`src/rtl/pattern_response_capture.sv`:
```
// Capture end of the exhaustive-stimulus flow: stores one response bit per pattern, tracks coverage and errors, and folds the record stream into a MISR.
// Latency: a record is reflected in coverage/signature/flags on the edge that accepts it; the read port returns data one cycle after rd_addr is presented.
// Backpressure: in_ready is a registered status that is high until every pattern has been captured, then low until reset or clear.
//
// Ports:
//   CK, reset (sync, active-low), clear (sync soft clear)
//   in_valid / in_ready / in_pattern / in_response : record handshake
//   rd_addr -> rd_data, rd_seen                    : registered table read
//   coverage, signature, done, dup_err, seq_err    : status
module pattern_response_capture #(
  parameter int              N_IN  = 5,
  parameter int              SIG_W = 16,
  parameter logic [SIG_W-1:0] POLY = 16'h8005
) (
  input  logic             CK,
  input  logic             reset,
  input  logic             clear,
  input  logic             in_valid,
  output logic             in_ready,
  input  logic [N_IN-1:0]  in_pattern,
  input  logic             in_response,
  input  logic [N_IN-1:0]  rd_addr,
  output logic             rd_data,
  output logic             rd_seen,
  output logic [N_IN:0]    coverage,
  output logic [SIG_W-1:0] signature,
  output logic             done,
  output logic             dup_err,
  output logic             seq_err
);

  localparam int DEPTH = 1 << N_IN;
  localparam logic [N_IN:0] COV_LAST = (N_IN+1)'(DEPTH - 1);

  typedef enum logic [1:0] {
    S_IDLE,
    S_CAPTURE,
    S_DONE
  } state_t;

  state_t             state_q, state_d;
  logic               ready_q;
  logic [DEPTH-1:0]   seen_q;
  logic               mem [DEPTH];
  logic [N_IN:0]      cov_q;
  logic [SIG_W-1:0]   sig_q, sig_d;
  logic               dup_q, seq_q;
  logic [N_IN-1:0]    exp_q;
  logic               rd_data_q, rd_seen_q;

  logic wipe, take, is_new, complete;

  // reset and clear share one path; either one drops a same-cycle record
  assign wipe     = !reset || clear;
  assign take     = in_valid && ready_q && !wipe;
  assign is_new   = !seen_q[in_pattern];
  assign complete = take && is_new && (cov_q == COV_LAST);

  always_comb begin
    sig_d = {sig_q[SIG_W-2:0], 1'b0}
          ^ (sig_q[SIG_W-1] ? POLY : '0)
          ^ SIG_W'({in_pattern, in_response});
  end

  always_comb begin
    state_d = state_q;
    case (state_q)
      S_IDLE:    if (take) state_d = complete ? S_DONE : S_CAPTURE;
      S_CAPTURE: if (complete) state_d = S_DONE;
      S_DONE:    state_d = S_DONE;
      default:   state_d = S_IDLE;
    endcase
  end

  always_ff @(posedge CK) begin
    if (wipe) begin
      state_q <= S_IDLE;
      ready_q <= 1'b1;
    end else begin
      state_q <= state_d;
      // derived from the next state so in_ready drops on the same edge DONE is entered
      ready_q <= (state_d != S_DONE);
    end
  end

  always_ff @(posedge CK) begin
    if (wipe) begin
      seen_q    <= '0;
      cov_q     <= '0;
      sig_q     <= '0;
      dup_q     <= 1'b0;
      seq_q     <= 1'b0;
      exp_q     <= '0;
      rd_data_q <= 1'b0;
      rd_seen_q <= 1'b0;
    end else begin
      if (take) begin
        if (is_new) begin
          seen_q[in_pattern] <= 1'b1;
          cov_q              <= cov_q + 1'b1;
        end else begin
          dup_q <= 1'b1;
        end
        if (in_pattern != exp_q) seq_q <= 1'b1;
        exp_q <= in_pattern + N_IN'(1);
        sig_q <= sig_d;
      end
      // read samples pre-edge contents, so a colliding write returns the old value
      rd_data_q <= mem[rd_addr];
      rd_seen_q <= seen_q[rd_addr];
    end
  end

  // table data is qualified by seen_q, so it is never cleared
  always_ff @(posedge CK) begin
    if (take && is_new) mem[in_pattern] <= in_response;
  end

  assign in_ready  = ready_q;
  assign rd_data   = rd_data_q;
  assign rd_seen   = rd_seen_q;
  assign coverage  = cov_q;
  assign signature = sig_q;
  assign done      = (state_q == S_DONE);
  assign dup_err   = dup_q;
  assign seq_err   = seq_q;

endmodule

```
`config.mk`:
```
export PLATFORM = sky130hd
export DESIGN_NAME = pattern_response_capture
export DESIGN_NICKNAME = d
export VERILOG_FILES = /design/src/rtl/pattern_response_capture.sv
export SDC_FILE = /design/constraint.sdc
export NUM_CORES = 1
export LEC_CHECK = 0
export ABC_AREA = 1
export CAP_MARGIN = 40
export CORE_MARGIN = 5
export CORE_UTILIZATION = 61
export DETAILED_ROUTE_END_ITERATION = 10
export PLACE_DENSITY_LB_ADDON = 0.2
export SLEW_MARGIN = 20
export SYNTH_ARGS = -nofsm -noshare
export SYNTH_HDL_FRONTEND = slang
export SYNTH_SLANG_ARGS = --single-unit
```
`constraint.sdc`:
```
create_clock -name CK -period 4.8 [get_ports CK]
set_input_delay 1.2 -clock CK [delete_from_list [all_inputs] [get_ports CK]]
set_output_delay 1.2 -clock CK [all_outputs]
set_load 0.05 [all_outputs]
```
---- Word level (Yosys, flattened, before mapping) ----
Memory sizes are Yosys's and may differ from the RTL's. A register that Yosys moved wholly into a read port is not among the register bits.
Index checks and enable logic that the tools add are counted.
Widths: inputs -> output; s select.
operators by class
  add/sub/neg operators ................... 2
  $lt $le $gt $ge ......................... 3
  equal/unequal tests ..................... 5
  multiplexer cells ....................... 13
  bitwise operators ....................... 4
  reduce and logical (&&, ||, !) cells .... 13
operators by type and width
  kind                 count
  $or 32x32->32        1
  $mux 16              1
  $xor 16x16->16       1
  $xor 16x6->16        1
  $lt 5x6->1 const B   2
  $bmux 1 s5           2
  $add 6x1->6 const B  1
  $eq 6x5->1 const B   1
  $mux 2               3
  $pmux 2 s3           1
  $reduce_and 2->1     3
  $add 5x1->5 const B  1
  $demux 1 s5          1
  $ge 5x1->1 const B   1
  $logic_and 1x1->1    5
  $mux 1               5
  $ne 5x5->1           1
  $logic_not 1->1      3
  $eq 2x1->1 const B   1
  $eq 2x2->1 const B   1
  $logic_not 2->1      1
  $ne 2x2->1 const B   1
  $logic_or 1x1->1     1
  $not 1->1            1
storage, ports and cells
  bits in registers ....................... 65
  bits in writable memories ............... 32
  input port bits ......................... 15
  output and inout port bits .............. 28
  word-level logic and storage cells ...... 50
  memories ................................ 1
memory list
  name  depth  bits a word  read ports  clocked after memory_dff  write ports  RTL line  RTL
  mem   32     1            1           1                         1            44        logic mem [DEPTH];

---- Logic depth before layout (Yosys ltp) ----
Gate-level depths: netlist of run 1.
  word-level depth ........................ 10
  depth in mapped cells ................... 13
  gate-level depth less buffers ........... 12

---- Worst setup path before layout of run 1 ----
Ideal clock, no wire load.
  path type ............................... in2reg
  start point ............................. input in_pattern[0]
  end point ............................... memory mem[0], enable pin
  library setup time ...................... 291 ps
  data arrival time ....................... 2356 ps
  required time ........................... 4509 ps
  slack ................................... 2153 ps
  cell stages on the path ................. 12
  path buffers ............................ 1
  path through ............................ inv_2 buf_6 nand2_1 nand3_1 nand2_1 nand2_1 nand2_1 nor2_2 nand3_4 nor2_4 nand2_1 inv_1
between the ends
  word-level cells in the longest chain between the ends .. 6
RTL lines
  what                          RTL line  RTL
  start: declaration            20        input logic [N_IN-1:0] in_pattern,
  $bmux 1 s5                    56        assign is_new = !seen_q[in_pattern];
  $mux 1 (not written as such)  56
  $logic_not 1->1               56
  $logic_and 1x1->1             116       if (take && is_new) mem[in_pattern] <= in_response;
  $mux 1                        116
  $mux 1 (not written as such)  116
  end: declaration              44
Parallel ways exist; a longest one is shown, timed or not. The select of a mux whose other input is x is not followed.

---- Final worst setup path of run 1 ----
  start point ............................. input in_pattern[1]
  end point ............................... memory mem[17], enable pin
The elaborated chain is that of the path after synthesis.

==> qor.yml, run 1 <==
synth_compound_area_share_pct: 15.1
vias: 4002
numClockSinks: 98
h-tree-depth: 3
critPathSlowestCell: "clkdlybuf4s50_1"
syn_avg_cell_area_um2: 7.69
ios: 43
p_switching_uw: 419
routabilityCongestion: 0.868
synthDistinctLibCells: 29
worst_pin_slew_ps: 694
hold_path_startpoint: "seen_q[9]"
setup_viol_count_final: 0
power.leakage_nw: 2.38
grt_overflow: 0
synth_nets: 629
grt_pass1_wl_um: 18600
wl_per_cell_um: 15.1
clockRootBuffer: "clkbuf_8"
post_cts.repair.setup_buffers: 0
grt_pass1_vias: 4052
hp-class: "reg -> reg"
p_total_mw: 1.64
first_pass_iters: 4
grt_usage_pct: 23.9
rows: 32
drc: 0
nets: 654
crit_fanout: 13
yosys.area_share.simple_pct: 19.9
clockPowerShare_pct: 34.8
clk_path_buf_depth: 2
p_comb_share_pct: 11.8
areaGrowthSynthToFinish_pct: 13.4
start_util_pct: 61.6
cpPeakStageDelay_ps: 450
clk_latency_ps: 360
dieArea_mm2: 0.00953
startpoint: "in_pattern[1]"
max_freq_mhz: 300
antennaDiodeCount: 0
ant_nets: 0
hold_buffers: 0
numCtsBuffers: 9
synth_top_family_by_area: "simple AND/OR/NAND/NOR gates"
die_h_um: 97.6
cts_tree: "yes"
core_mm2: 0.00761
instances_no_fill: 741
power.internal_mw: 1.22
fin_tns_setup_ps: 0
rr_startpoint: "in_ready"
synth-edff-count: 32
chipWidth_um: 97.6
p_seq_share_pct: 53.4
async_flop_share_pct: 0
critPathRequiredTime_ps: 4890
yosysWarningCount: 0
critPathLaunchType: "input port"
synthXorXnorAreaFrac_pct: 2.62
cp_cell_sequence: "clkdlybuf4s50_1 > buf_4 > inv_1 > nand3_1 > nand2_1 > nand2_1 > nand2_1 > nor2_2 > nand3_4 > nor2_4 > nand2_1 > inv_1"
cts_resized: 0
synth_flop_cell: "dfxtp_1"
syn_area_mm2: 0.00469
portBuffers: 42
synthMuxAreaShare_pct: 0
cp_common_cell: "nand2_1"
maxCapViolCount: 0
synthAdderAreaFrac_pct: 1.34
status: "finished, final reports clean"
slew_headroom_pct: 53.6
final-hold-violation-count: 0
cts.clk_slew.worst_paths_ps: 90
path_class: "in -> reg"
fin_crit_sh_pct: 69.5
first_iter_violations: 327
grt_max_degree: 43
irDropWorstVdd_uv: 215
via_per_inst: 5.40
drt-total-wl_um: 11200
dp.final_hpwl_um: 7390
p_sw_share_pct: 25.6
skew_ps: 7.68
place_inst: 725
antenna_found_initial: 0
hold-worst-slack_ps: 479
end_kind: "register"
drive_gt1_share_pct: 5.32
synthCells: 609
final_core_util_pct: 69.9
power_density_mw_per_mm2: 308
worstPathArrival_ps: 3420
drv_slew: 0
yosysSeqAreaShare_pct: 48.7
synth-seq-cells: 98
period_needed_ps: 3340
nFillCells: 636
rsz0062_at_grt: "false"
==> worst max-delay path: cells and delay by family <==
kind / cells / cell delay, ps
and+or+nand+nor: 8 / 1190
buffers and inverters: 4 / 1010
==> cell usage after synthesis (6+ instances only) <==
cell	n	share of area (%)
nor3_1	7	0.75
nand2_1	133	11
a21oi_1	66	7.0
dfxtp_1	66	28
buf_4	13	2.1
edfxtp_1	32	21
inv_1	101	8.1
nand3_1	30	3.2
xnor2_1	8	1.5
xor2_1	6	1.1
clkbuf_1	17	1.4
o21ai_0	61	6.5
nor2_1	35	2.8
==> through the flow <==
| step | instance area (um^2) | setup WS [ps] |
|---|---|---|
| 2_1_floorplan | 4690 | 2150 |
| 3_5_place_dp | 5100 | 1120 |
| 5_1_grt | 5310 | 1330 |
| 6_report | 5310 | 1460 |
| 4_1_cts | 5310 | 1480 |
| 3_3_place_gp | 5090 | 1150 |
==> routing by layer <==
metal  share of wire [%]  up-vias  GRT usage [%]
li1                    -     1984              -
met1                  42     1834           30.5
met5                   0        -              0
met4                 1.8        0           9.05
met3                 7.7       20           4.16
met2                  49      164           40.4
==> registers in the layout, summed over array words and instances (netlist names) <==
| name | cells |
|---|---|
| mem | 32 |
| seen_q | 32 |
| signature | 16 |
| coverage | 6 |
| exp_q | 5 |
| state_q | 2 |
| dup_err | 1 |
| in_ready | 1 |
| rd_data | 1 |
| rd_seen | 1 |
| seq_err | 1 |
==> placed cells by master, fill, tap and decap left out, drive strengths merged, types with 3 or more instances in the layout <==
cell / count
o221ai: 4
o21ai: 61
ha: 5
clkbuf: 10
nand2: 133
clkinv: 3
nor2: 42
xnor2: 8
inv: 103
edfxtp: 32
clkdlybuf4s50: 42
o22ai: 3
a21oi: 66
nand3: 31
buf: 7
nor3: 8
dfxtp: 66
xor2: 6
==> path summary, 6_finish.rpt <==
check / to / slack [ps] / cells past startpoint
hold reg to reg: seen_q[9] / 480 / 2
setup / recovery: mem[17] / 1460 / 12
setup reg to reg: mem[17] / 2840 / 6
hold / removal: seen_q[9] / 480 / 2
==> cell type report <==
cell class / instances / area, um^2 / area share, %
Timing Repair Buffer: 49 / 480 / 9.04
Clock inverter: 6 / 81.3 / 1.53
Multi-Input combinational cell: 373 / 1830 / 34.4
Tap cell: 102 / 128 / 2.40
Sequential cell: 98 / 2280 / 42.9
Inverter: 103 / 387 / 7.28
Clock buffer: 10 / 128 / 2.40
==> power by group through the flow <==
stage	clock [mW]	combinational (mW)	sequential, mW
after global placement	0	0.187	0.893
after global routing	0.611	0.210	0.876
after CTS	0.575	0.193	0.874
final	0.570	0.193	0.874
after floorplan	0	0.119	0.906
after detailed placement	0	0.191	0.893
==> kinds of logic (layout without fill, tap and decap cells) <==
kind of cell | Yosys count | count (layout)
XOR/XNOR | 14 | 14
adder cells (fa/ha/maj) | 5 | 5
AO/OA/AOI/OAI | 137 | 137
buffers and inverters | 138 | 168
AND/OR/NAND/NOR | 217 | 217
flip-flops | 98 | 98
(Power assumes the default switching activity.)
==> inputs of run 2 (changes only) <==
Settings changed: CORE_UTILIZATION 61 to 57.
Clock period 4.8 ns to 3.1 ns, I/O delays scaled along.
==> run 2 against run 1 <==
  * First-iteration DRC count down 36%
  * Final area up 1.6%
  * Worst setup slack worse by 960 ps
  * Final cell count up 2.3%
  * Register-to-register slack worse by 1600 ps
  * Die area up 6.3%
  * Total power up 47%
  * Sequential share of layout area down 0.68 points
  * Via count up 0.15%
  * Combinational power up 59%
  * Clock skew up 5.4 ps
  * Global-route usage down 1.1 points
==> qor.yml, run 2 (synthesis results as in run 1) <==
antenna_found_initial: 0  # unchanged
placed_cell_area_mm2: 0.00522  # +2.2%
slew_headroom_pct: 57.0  # +3.4 points
period_needed_ps: 2590
critPathLaunchType: "input port"
mostFrequentLayoutCell: "nand2_1"
skew_ps: 13.1  # +5.43 ps
fin_crit_sh_pct: 83.7
p_total_mw: 2.41  # +47%
grt_use_met3_pct: 5.54  # +1.4 points
grt_max_degree: 43  # unchanged
drc: 0  # unchanged
power.leakage_nw: 2.43  # +2.3%
die_h_um: 101  # +3.1%
dp.final_hpwl_um: 7510  # +1.6%
numClockSinks: 98  # unchanged
critPathRequiredTime_ps: 3190  # -1700 ps
end_kind: "register"
crit_fanout: 14  # +1
path_class: "in -> reg"
cts_resized: 0  # unchanged
core_mm2: 0.00809  # +6.4%
reg2reg_depth: 11  # +5
hold_buffers: 0  # unchanged
first_iter_violations: 210  # -36%
cts.clk_slew.worst_paths_ps: 90  # about the same
hp-class: "reg -> reg"
power_density_mw_per_mm2: 446  # +45%
irDropWorstVdd_uv: 296  # +37%
grt_pass1_wl_um: 18500  # -0.52%
vias: 4008  # +0.15%
h-tree-depth: 3  # unchanged
drive_gt1_share_pct: 7.50  # +2.2 points
drv_slew: 0  # unchanged
chipWidth_um: 101  # +3.1%
portBuffers: 42  # unchanged
via_per_inst: 5.29  # -2.1%
max_freq_mhz: 385
grt_use_met2_pct: 38.9  # -1.5 points
ios: 43  # unchanged
worst_pin_slew_ps: 644  # -50.0 ps
wl_per_cell_um: 14.2  # -5.6%
maxCapViolCount: 0  # unchanged
grt_overflow: 0  # unchanged
nets: 668  # +2.1%
rsz0062_at_grt: "false"
cts_tree: "yes"
clk_latency_ps: 360  # about the same
rows: 33  # +3.1%
first_pass_iters: 6  # +2
start_util_pct: 57.9  # -3.7 points
drt-total-wl_um: 10800  # -3.4%
grt_usage_pct: 22.8  # -1.1 points
fin_tns_setup_ps: 0  # unchanged
worstPathArrival_ps: 2690  # -730 ps
layout_common_cells: "133 x nand2_1, 101 x inv_1, 66 x a21oi_1, 66 x dfxtp_1, 61 x o21ai_0"
clk_path_buf_depth: 2  # unchanged
top_usage_layer: "met2"
fin_area_mm2: 0.00540  # +1.6%
setup_viol_count_final: 0  # unchanged
status: "finished, final reports clean"
final-hold-violation-count: 0  # unchanged
antennaDiodeCount: 0  # unchanged
routabilityCongestion: 0.915  # +5.4%
dieArea_mm2: 0.0101  # +6.3%
numCtsBuffers: 9  # unchanged
areaGrowthSynthToFinish_pct: 15.2
min_path_cells: 2  # unchanged
ant_nets: 0  # unchanged
grt_pass1_vias: 4029  # -0.57%
clockRootBuffer: "clkbuf_8"
post_cts.repair.setup_buffers: 0  # unchanged
grt_use_met1_pct: 28.5  # -2.0 points
run 2: layout make-up:
cell class	count	area, um^2
clock buffers	11	141
clock inverters	5	38.8
fillers	725	2690
inverters	103	387
multi-input cells	373	1830
flip-flops and latches	98	2280
well taps	105	131
repair buffers	63	591
run 2: path summary, 6_finish.rpt:
path | start | endpoint | slack [ps]
hold / removal | seen_q[13] | seen_q[13] | 480
setup / recovery | in_pattern[0] | mem[28] | 510
setup reg to reg | seen_q[1] | mem[28] | 1240
hold reg to reg | seen_q[13] | seen_q[13] | 480
run 2: where the power goes:
part	leakage, nW	total (mW)	switching [mW]	internal, mW
Clock	0.0861	0.749	0.432	0.317
Sequential	0.823	1.35	0.0117	1.34
Combinational	1.53	0.307	0.201	0.107
run 2: critical path, cell delays in order:
cell and delay, ps:
clkdlybuf4s50_1 520, buf_4 210, nand2_1 70, nand3_1 80
nand2_1 60, nand2_1 50, nand2_1 60, nor2_2 170
nand3_4 160, nor2_4 290, nand2_1 140, inv_1 90
run 2: through the flow:
stage | hold WS (ps) | util [%] | setup WS, ps | instances
2_1_floorplan | 447 | - | 878 | 609
3_3_place_gp | 460 | 64.5 | 129 | 742
3_5_place_dp | 451 | 64.5 | 136 | 742
4_1_cts | 480 | 66.7 | 520 | 758
5_1_grt | 507 | 66.7 | 307 | 758
6_report | 480 | 66.7 | 505 | 758
run 2: layer usage:
metal | share of wire, % | vias up
li1 | - | 2013
met3 | 7.1 | 19
met5 | 0 | -
met4 | 1.7 | 0
met2 | 47 | 151
met1 | 44 | 1825
